<file path="src/rtl/fifo_burst_pkg.sv">
// Shared FSM state typedef and encodings for the burst reader.
package fifo_burst_pkg;

   typedef enum logic [1:0] {
      S_IDLE = 2'd0,
      S_XFER = 2'd1,
      S_GAP  = 2'd2
   } fifo_burst_state_e;

   localparam logic [1:0] ST_IDLE = 2'd0;
   localparam logic [1:0] ST_XFER = 2'd1;
   localparam logic [1:0] ST_GAP  = 2'd2;

endpackage

</file>
<file path="src/rtl/fifo_burst_timer.sv">
// Idle-cycle counter that raises hit once the configured idle time has elapsed.
module fifo_burst_timer
   import fifo_burst_pkg::*;
#(
   parameter int TW = 8
) (
   input  logic          clk,
   input  logic          reset,
   input  logic          count_en,
   input  logic          clear,
   input  logic [TW-1:0] timeout_cfg,
   output logic          hit
);

   logic [TW-1:0] idle_cnt_r;

   // Saturating idle counter; any ineligible cycle or launch restarts it
   always_ff @(posedge clk) begin
      if (reset) begin
         idle_cnt_r <= {TW{1'b0}};
      end else if (clear || !count_en) begin
         idle_cnt_r <= {TW{1'b0}};
      end else if (idle_cnt_r != timeout_cfg) begin
         idle_cnt_r <= idle_cnt_r + TW'(1'b1);
      end else begin
         idle_cnt_r <= idle_cnt_r;
      end
   end

   assign hit = count_en && (idle_cnt_r == timeout_cfg);

endmodule

</file>
<file path="src/rtl/fifo_burst_rd.sv">
// Burst reader that drains a show-ahead FIFO into length-tagged downstream bursts.
// Define FIFO_BURST_TIMEOUT_EN to enable idle-timeout launch of partial bursts.
module fifo_burst_rd
   import fifo_burst_pkg::*;
#(
   parameter int WD    = 8,
   parameter int DP    = 16,
   parameter int AW    = $clog2(DP),
   parameter int BURST = 4,
   parameter int TW    = 8
) (
   input  logic          clk,
   input  logic          reset,
   input  logic          flush,
   input  logic [TW-1:0] timeout_cfg,
   input  logic          fifo_empty,
   input  logic [AW:0]   fifo_occupancy,
   input  logic [WD-1:0] fifo_rd_data,
   output logic          fifo_rd_en,
   output logic          m_valid,
   input  logic          m_ready,
   output logic [WD-1:0] m_data,
   output logic [AW:0]   m_len,
   output logic          m_first,
   output logic          m_last,
   output logic          busy
);

   localparam logic [AW:0] BURST_LEN = (AW+1)'(BURST);
   localparam logic [AW:0] LEN_ZERO  = {(AW+1){1'b0}};
   localparam logic [AW:0] LEN_ONE   = (AW+1)'(1'b1);
   localparam logic [AW:0] LEN_TWO   = (AW+1)'(2'd2);

   logic [1:0]  state_r;
   logic [AW:0] beat_cnt_r;
   logic [AW:0] m_len_r;
   logic        m_valid_r;
   logic        m_first_r;
   logic        m_last_r;
   logic        flush_pend_r;
   logic        launch_s;
   logic [AW:0] launch_len_s;
   logic        timeout_hit_s;
   logic        handshake_s;
   logic        occ_nz_s;

   assign occ_nz_s    = (fifo_occupancy != LEN_ZERO);
   assign handshake_s = m_valid_r & m_ready;

`ifdef FIFO_BURST_TIMEOUT_EN
   logic timer_en_s;

   assign timer_en_s = (state_r == ST_IDLE) && occ_nz_s && (fifo_occupancy < BURST_LEN) &&
                       !flush_pend_r && (timeout_cfg != {TW{1'b0}});

   fifo_burst_timer #(.TW(TW)) u_timer (
      .clk         (clk),
      .reset       (reset),
      .count_en    (timer_en_s),
      .clear       (launch_s),
      .timeout_cfg (timeout_cfg),
      .hit         (timeout_hit_s)
   );
`else
   logic unused_timeout_cfg_s;

   assign unused_timeout_cfg_s = ^timeout_cfg;
   assign timeout_hit_s        = 1'b0;
`endif

   // Launch decision in IDLE; below BURST the occupancy is already the min
   always_comb begin
      launch_s     = 1'b0;
      launch_len_s = LEN_ZERO;
      if (state_r == ST_IDLE) begin
         if (fifo_occupancy >= BURST_LEN) begin
            launch_s     = 1'b1;
            launch_len_s = BURST_LEN;
         end else if (flush_pend_r && occ_nz_s) begin
            launch_s     = 1'b1;
            launch_len_s = fifo_occupancy;
         end else if (timeout_hit_s && occ_nz_s) begin
            launch_s     = 1'b1;
            launch_len_s = fifo_occupancy;
         end else begin
            launch_s     = 1'b0;
            launch_len_s = LEN_ZERO;
         end
      end else begin
         launch_s     = 1'b0;
         launch_len_s = LEN_ZERO;
      end
   end

   // Sticky flush request; a new pulse wins over a same-cycle clear
   always_ff @(posedge clk) begin
      if (reset) begin
         flush_pend_r <= 1'b0;
      end else if (flush) begin
         flush_pend_r <= 1'b1;
      end else if ((state_r == ST_IDLE) &&
                   ((launch_s && (launch_len_s == fifo_occupancy)) || !occ_nz_s)) begin
         flush_pend_r <= 1'b0;
      end else begin
         flush_pend_r <= flush_pend_r;
      end
   end

   // Burst FSM with beat counter and first/last flags
   always_ff @(posedge clk) begin
      if (reset) begin
         state_r    <= ST_IDLE;
         m_valid_r  <= 1'b0;
         m_first_r  <= 1'b0;
         m_last_r   <= 1'b0;
         m_len_r    <= LEN_ZERO;
         beat_cnt_r <= LEN_ZERO;
      end else begin
         case (state_r)
            ST_IDLE: begin
               if (launch_s) begin
                  state_r    <= ST_XFER;
                  m_valid_r  <= 1'b1;
                  m_first_r  <= 1'b1;
                  m_last_r   <= (launch_len_s == LEN_ONE);
                  m_len_r    <= launch_len_s;
                  beat_cnt_r <= launch_len_s;
               end else begin
                  state_r <= ST_IDLE;
               end
            end
            ST_XFER: begin
               if (handshake_s) begin
                  beat_cnt_r <= beat_cnt_r - LEN_ONE;
                  m_first_r  <= 1'b0;
                  if (beat_cnt_r == LEN_ONE) begin
                     state_r   <= ST_GAP;
                     m_valid_r <= 1'b0;
                     m_last_r  <= 1'b0;
                  end else begin
                     m_last_r <= (beat_cnt_r == LEN_TWO);
                  end
               end else begin
                  state_r <= ST_XFER;
               end
            end
            ST_GAP: begin
               state_r <= ST_IDLE;
            end
            default: begin
               state_r   <= ST_IDLE;
               m_valid_r <= 1'b0;
               m_first_r <= 1'b0;
               m_last_r  <= 1'b0;
            end
         endcase
      end
   end

   // The pop is additionally gated by empty so a corrupted count can never underflow the FIFO
   assign fifo_rd_en = handshake_s & ~fifo_empty;
   assign m_valid    = m_valid_r;
   assign m_data     = m_valid_r ? fifo_rd_data : {WD{1'b0}};
   assign m_len      = m_len_r;
   assign m_first    = m_first_r;
   assign m_last     = m_last_r;
   assign busy       = (state_r != ST_IDLE) | flush_pend_r;

endmodule

</file>
<file path="config.mk">
export PLATFORM = sky130hd
export DESIGN_NAME = fifo_burst_rd
export DESIGN_NICKNAME = d
export VERILOG_FILES = /design/src/rtl/fifo_burst_pkg.sv /design/src/rtl/fifo_burst_timer.sv /design/src/rtl/fifo_burst_rd.sv
export SDC_FILE = /design/constraint.sdc
export NUM_CORES = 1
export LEC_CHECK = 0
export ABC_AREA = 1
export BUFFER_PORTS_ARGS = -buffer_cell sky130_fd_sc_hd__buf_2
export CORE_UTILIZATION = 49
export CTS_CLUSTER_DIAMETER = 30
export CTS_CLUSTER_SIZE = 14
export DETAILED_ROUTE_END_ITERATION = 10
export GPL_TIMING_DRIVEN = 1
export PLACE_DENSITY = 0.84
export SYNTH_ARGS = -nofsm -noshare
export SYNTH_HDL_FRONTEND = slang
export SYNTH_SLANG_ARGS = --single-unit
export TNS_END_PERCENT = 1
</file>
<file path="constraint.sdc">
create_clock -name clk -period 3.4 [get_ports clk]
set_input_delay 0.51 -clock clk [delete_from_list [all_inputs] [get_ports clk]]
set_output_delay 0.51 -clock clk [all_outputs]
set_load 0.03 [all_outputs]
</file>
==> metrics.txt <==
# TYPE chip_impl_metric gauge
chip_impl_info{name="cp-start-kind",value="flop"} 1
chip_impl_metric{name="grt_remaining_overflow",unit=""} 0
chip_impl_metric{name="timing.final.max_slew_violations",unit=""} 0
chip_impl_info{name="hp-class",value="flop to flop"} 1
chip_impl_metric{name="drive_above_1_share",unit=""} 0.298
chip_impl_metric{name="cts_max_level",unit=""} 1
chip_impl_metric{name="final.period_utilization",unit=""} 0.509
chip_impl_metric{name="syn-cell-area",unit="um2"} 938
chip_impl_metric{name="grt_antenna_before_repair",unit=""} 0
chip_impl_info{name="reg_to_reg_start",value="beat_cnt_r[0]"} 1
chip_impl_metric{name="yosysWarningCount",unit=""} 0
chip_impl_metric{name="cap_violations",unit=""} 0
chip_impl_info{name="status",value="completed"} 1
chip_impl_metric{name="initial_core_util",unit=""} 0.532
chip_impl_metric{name="power.density",unit="nW/um2"} 412
chip_impl_metric{name="final-hold-violation-count",unit=""} 0
chip_impl_metric{name="antenna-diode-count",unit=""} 0
chip_impl_metric{name="ios",unit=""} 44
chip_impl_metric{name="pwr-share-clk",unit=""} 0.273
chip_impl_metric{name="design.die.area",unit="um2"} 2090
chip_impl_metric{name="max_freq",unit="MHz"} 578
chip_impl_metric{name="numCtsBuffers",unit=""} 3
chip_impl_metric{name="finalSetupTns",unit="ns"} 0
chip_impl_metric{name="global_route_wire_length_before_repair",unit="um"} 3260
chip_impl_metric{name="num_vias",unit=""} 994
chip_impl_info{name="synthMostInstantiatedCell",value="sky130_fd_sc_hd__nand2_1"} 1
chip_impl_metric{name="detail_route.iter0.violations",unit=""} 12
chip_impl_metric{name="vdd.ir_drop.worst",unit="mV"} 0.269
chip_impl_metric{name="cts.sink_count",unit=""} 16
chip_impl_metric{name="min_delay_path_depth",unit=""} 2
chip_impl_metric{name="post_cts_resize_count",unit=""} 0
chip_impl_info{name="netlist_top_cells_count",value="sky130_fd_sc_hd__nand2_1, sky130_fd_sc_hd__inv_1, sky130_fd_sc_hd__dfxtp_1"} 1
chip_impl_metric{name="postCtsHoldBufs",unit=""} 0
chip_impl_metric{name="switch_share",unit=""} 0.354
chip_impl_metric{name="via_per_inst",unit=""} 4.83
chip_impl_metric{name="die_width",unit="um"} 45.8
chip_impl_metric{name="worst-path-max-fanout",unit=""} 11
chip_impl_metric{name="crit_required",unit="ns"} 2.89
chip_impl_info{name="cts_tree",value="done"} 1
chip_impl_metric{name="asyncSetResetFlopFracSynth",unit=""} 0
chip_impl_metric{name="area.growth.synth_to_final",unit="%"} 24.7
chip_impl_metric{name="cellLeakagePower",unit="uW"} 0.000649
chip_impl_metric{name="clock-skew-final",unit="ns"} 0.000912
chip_impl_metric{name="setup_viol_count_final",unit=""} 0
chip_impl_metric{name="finish.net_count",unit=""} 211
chip_impl_metric{name="design.core.area",unit="um2"} 1760
chip_impl_info{name="end_kind",value="output port"} 1
chip_impl_info{name="grt_setup_unrepaired",value="no"} 1
chip_impl_metric{name="postSynthAreaPerCell",unit="um2"} 6.52
chip_impl_info{name="hold-path-endpoint",value="m_len[3]"} 1
chip_impl_metric{name="critPathArrivalTime",unit="ns"} 1.22
chip_impl_metric{name="routability_congestion_estimate_from_global_placement",unit=""} 0.872
chip_impl_metric{name="reg2reg_depth",unit=""} 8
chip_impl_metric{name="synthDistinctLibCells",unit=""} 21
chip_impl_metric{name="ff2ff_setup_slack",unit="ns"} 2.02
chip_impl_metric{name="ant_nets",unit=""} 0
chip_impl_metric{name="clkLatencyLatePin",unit="ns"} 0.30
chip_impl_metric{name="worst_setup_hold_path_clk_slew",unit="ns"} 0.10
chip_impl_metric{name="post-cts-setup-buffer-count",unit=""} 0
chip_impl_metric{name="buffer_ports.inserted",unit=""} 35
chip_impl_metric{name="first_pass_iters",unit=""} 4
chip_impl_metric{name="grt_usage",unit=""} 0.220
chip_impl_metric{name="synth_top_area_frac",unit=""} 0.341
chip_impl_metric{name="place.detailed.hpwl",unit="um"} 1590
chip_impl_metric{name="final_period_minus_worst_setup_slack",unit="ns"} 1.73
chip_impl_metric{name="syn-num-nets",unit=""} 173
chip_impl_metric{name="totalWireLength",unit="um"} 2060
chip_impl_metric{name="tightestPinTransition",unit="ns"} 0.355
chip_impl_info{name="synth.largest_area_cell",value="sky130_fd_sc_hd__dfxtp_1"} 1
chip_impl_metric{name="synth-seq-cells",unit=""} 16
chip_impl_info{name="hold_path.startpoint",value="m_len[3]"} 1
chip_impl_metric{name="power_report.internal_total",unit="uW"} 311
chip_impl_metric{name="first_global_vias",unit=""} 846
chip_impl_metric{name="die_y",unit="um"} 45.8
chip_impl_metric{name="syn-instance-count",unit=""} 144
chip_impl_metric{name="wl_per_cell",unit="um"} 10.0
chip_impl_info{name="synthFlopType",value="sky130_fd_sc_hd__dfxtp_1"} 1
chip_impl_metric{name="total_power_consumption",unit="uW"} 482
chip_impl_metric{name="num_rows",unit=""} 15
chip_impl_metric{name="power.switching",unit="uW"} 170
chip_impl_metric{name="power_frac_seq",unit=""} 0.440
chip_impl_metric{name="edff_count_synth",unit=""} 0
chip_impl_metric{name="sequential_cell_area_fraction_in_the_yosys_report",unit=""} 0.341
chip_impl_info{name="critPathKind",value="flop to output port"} 1
chip_impl_metric{name="worst_slew_margin_rel",unit=""} 0.761
chip_impl_info{name="critical_path.reg2reg.endpoint",value="beat_cnt_r[2]"} 1
chip_impl_info{name="ctsRootBufferMaster",value="sky130_fd_sc_hd__clkbuf_4"} 1
chip_impl_metric{name="comb_power_frac",unit=""} 0.286
chip_impl_metric{name="clockBufferDepth",unit=""} 2
chip_impl_metric{name="remaining_drc_errors",unit=""} 0
chip_impl_metric{name="grt_max_degree",unit=""} 15
chip_impl_info{name="synth_area_leaders",value="sky130_fd_sc_hd__dfxtp_1, sky130_fd_sc_hd__nand2_1, sky130_fd_sc_hd__inv_1, sky130_fd_sc_hd__a21oi_1, sky130_fd_sc_hd__nor2_1"} 1
[layout by cell type (no fill, tap or decap)]
cell type                   n
sky130_fd_sc_hd__nand2_1   36
sky130_fd_sc_hd__buf_2     35
sky130_fd_sc_hd__inv_1     25
sky130_fd_sc_hd__dfxtp_1   16
sky130_fd_sc_hd__a21oi_1   15
sky130_fd_sc_hd__nor2_1    14
sky130_fd_sc_hd__nand3_1    5
sky130_fd_sc_hd__o21ai_1    5
sky130_fd_sc_hd__nand2_2    4
sky130_fd_sc_hd__o21ai_0    4
sky130_fd_sc_hd__nor2_4     3
sky130_fd_sc_hd__inv_2      3
sky130_fd_sc_hd__ha_1       3
sky130_fd_sc_hd__clkbuf_4   3
sky130_fd_sc_hd__o21ai_2    2
sky130_fd_sc_hd__nand2_4    2
sky130_fd_sc_hd__nor2_2     1
sky130_fd_sc_hd__nand3b_1   1
sky130_fd_sc_hd__o211ai_1   1
sky130_fd_sc_hd__nor3_1     1
sky130_fd_sc_hd__nand4_1    1
sky130_fd_sc_hd__clkbuf_8   1
[routing by layer]
metal / wire length [um] / share of wire / global-route usage / up-vias
li1: - / - / - / 517
met1: 937 / 0.45 / 0.243 / 439
met2: 940 / 0.46 / 0.374 / 31
met3: 126 / 0.061 / 0.0635 / 7
met4: 56 / 0.027 / 0.124 / 0
met5: 0 / 0 / 0 / -
[kinds of logic (layout without fill, tap and decap cells)]
kind of cell               after synthesis  count (layout)  synth area share
adders and majority gates                3               3            0.0400
AOI/OAI and AO/OA                       27              27             0.155
and+or+nand+nor                         68              68             0.340
buffers and inverters                   30              67             0.124
DFF                                     16              16             0.341
[final cells by class]
type	instances	area, um2
tap	25	31.3
multi-input combinational	98	502
clock buffer	4	36.3
inverter	28	105
sequential	16	320
timing repair buffer	35	175
fill	174	594
[power groups by stage]
stage	Sequential (uW)	Combinational [uW]	Clock, uW
finish	212	138	132
floorplan	220	95.8	0
detailed placement	216	137	0
global route	214	155	140
CTS	212	138	132
global placement	216	133	0
[flip-flops by register name (all words and copies together), names as in the netlist]
signal	cells
m_first	1
m_valid	1
flush_pend_r	1
m_last	1
state_r	2
beat_cnt_r	5
m_len	5
[stage by stage]
stage	cells	utilization	instance area, um2	setup WS, ns	hold WS, ns
after floorplan	144	-	938	1.73	0.457
after global placement	202	0.643	1130	1.89	0.412
after detailed placement	202	0.643	1130	1.87	0.414
after CTS	206	0.663	1170	1.67	0.428
after global routing	206	0.663	1170	1.58	0.453
final	206	0.663	1170	1.67	0.426
[how the worst max path moves through the flow]
stage | start | to | slack (ns) | cells after the start
finish | m_valid | fifo_rd_en | 1.67 | 3
global route | m_valid | fifo_rd_en | 1.58 | 3
CTS | m_valid | fifo_rd_en | 1.67 | 3
detailed placement | fifo_occupancy[3] | m_last | 1.87 | 9
global placement | fifo_occupancy[4] | m_last | 1.89 | 9
floorplan | m_valid | fifo_rd_en | 1.73 | 3
[critical path, stage by stage, from the launching register on]
cell	delay (ns)
sky130_fd_sc_hd__dfxtp_1	0.52
sky130_fd_sc_hd__nand2_2	0.11
sky130_fd_sc_hd__nor2_1	0.09
sky130_fd_sc_hd__buf_2	0.20
Power figures use the tool's default switching activity.
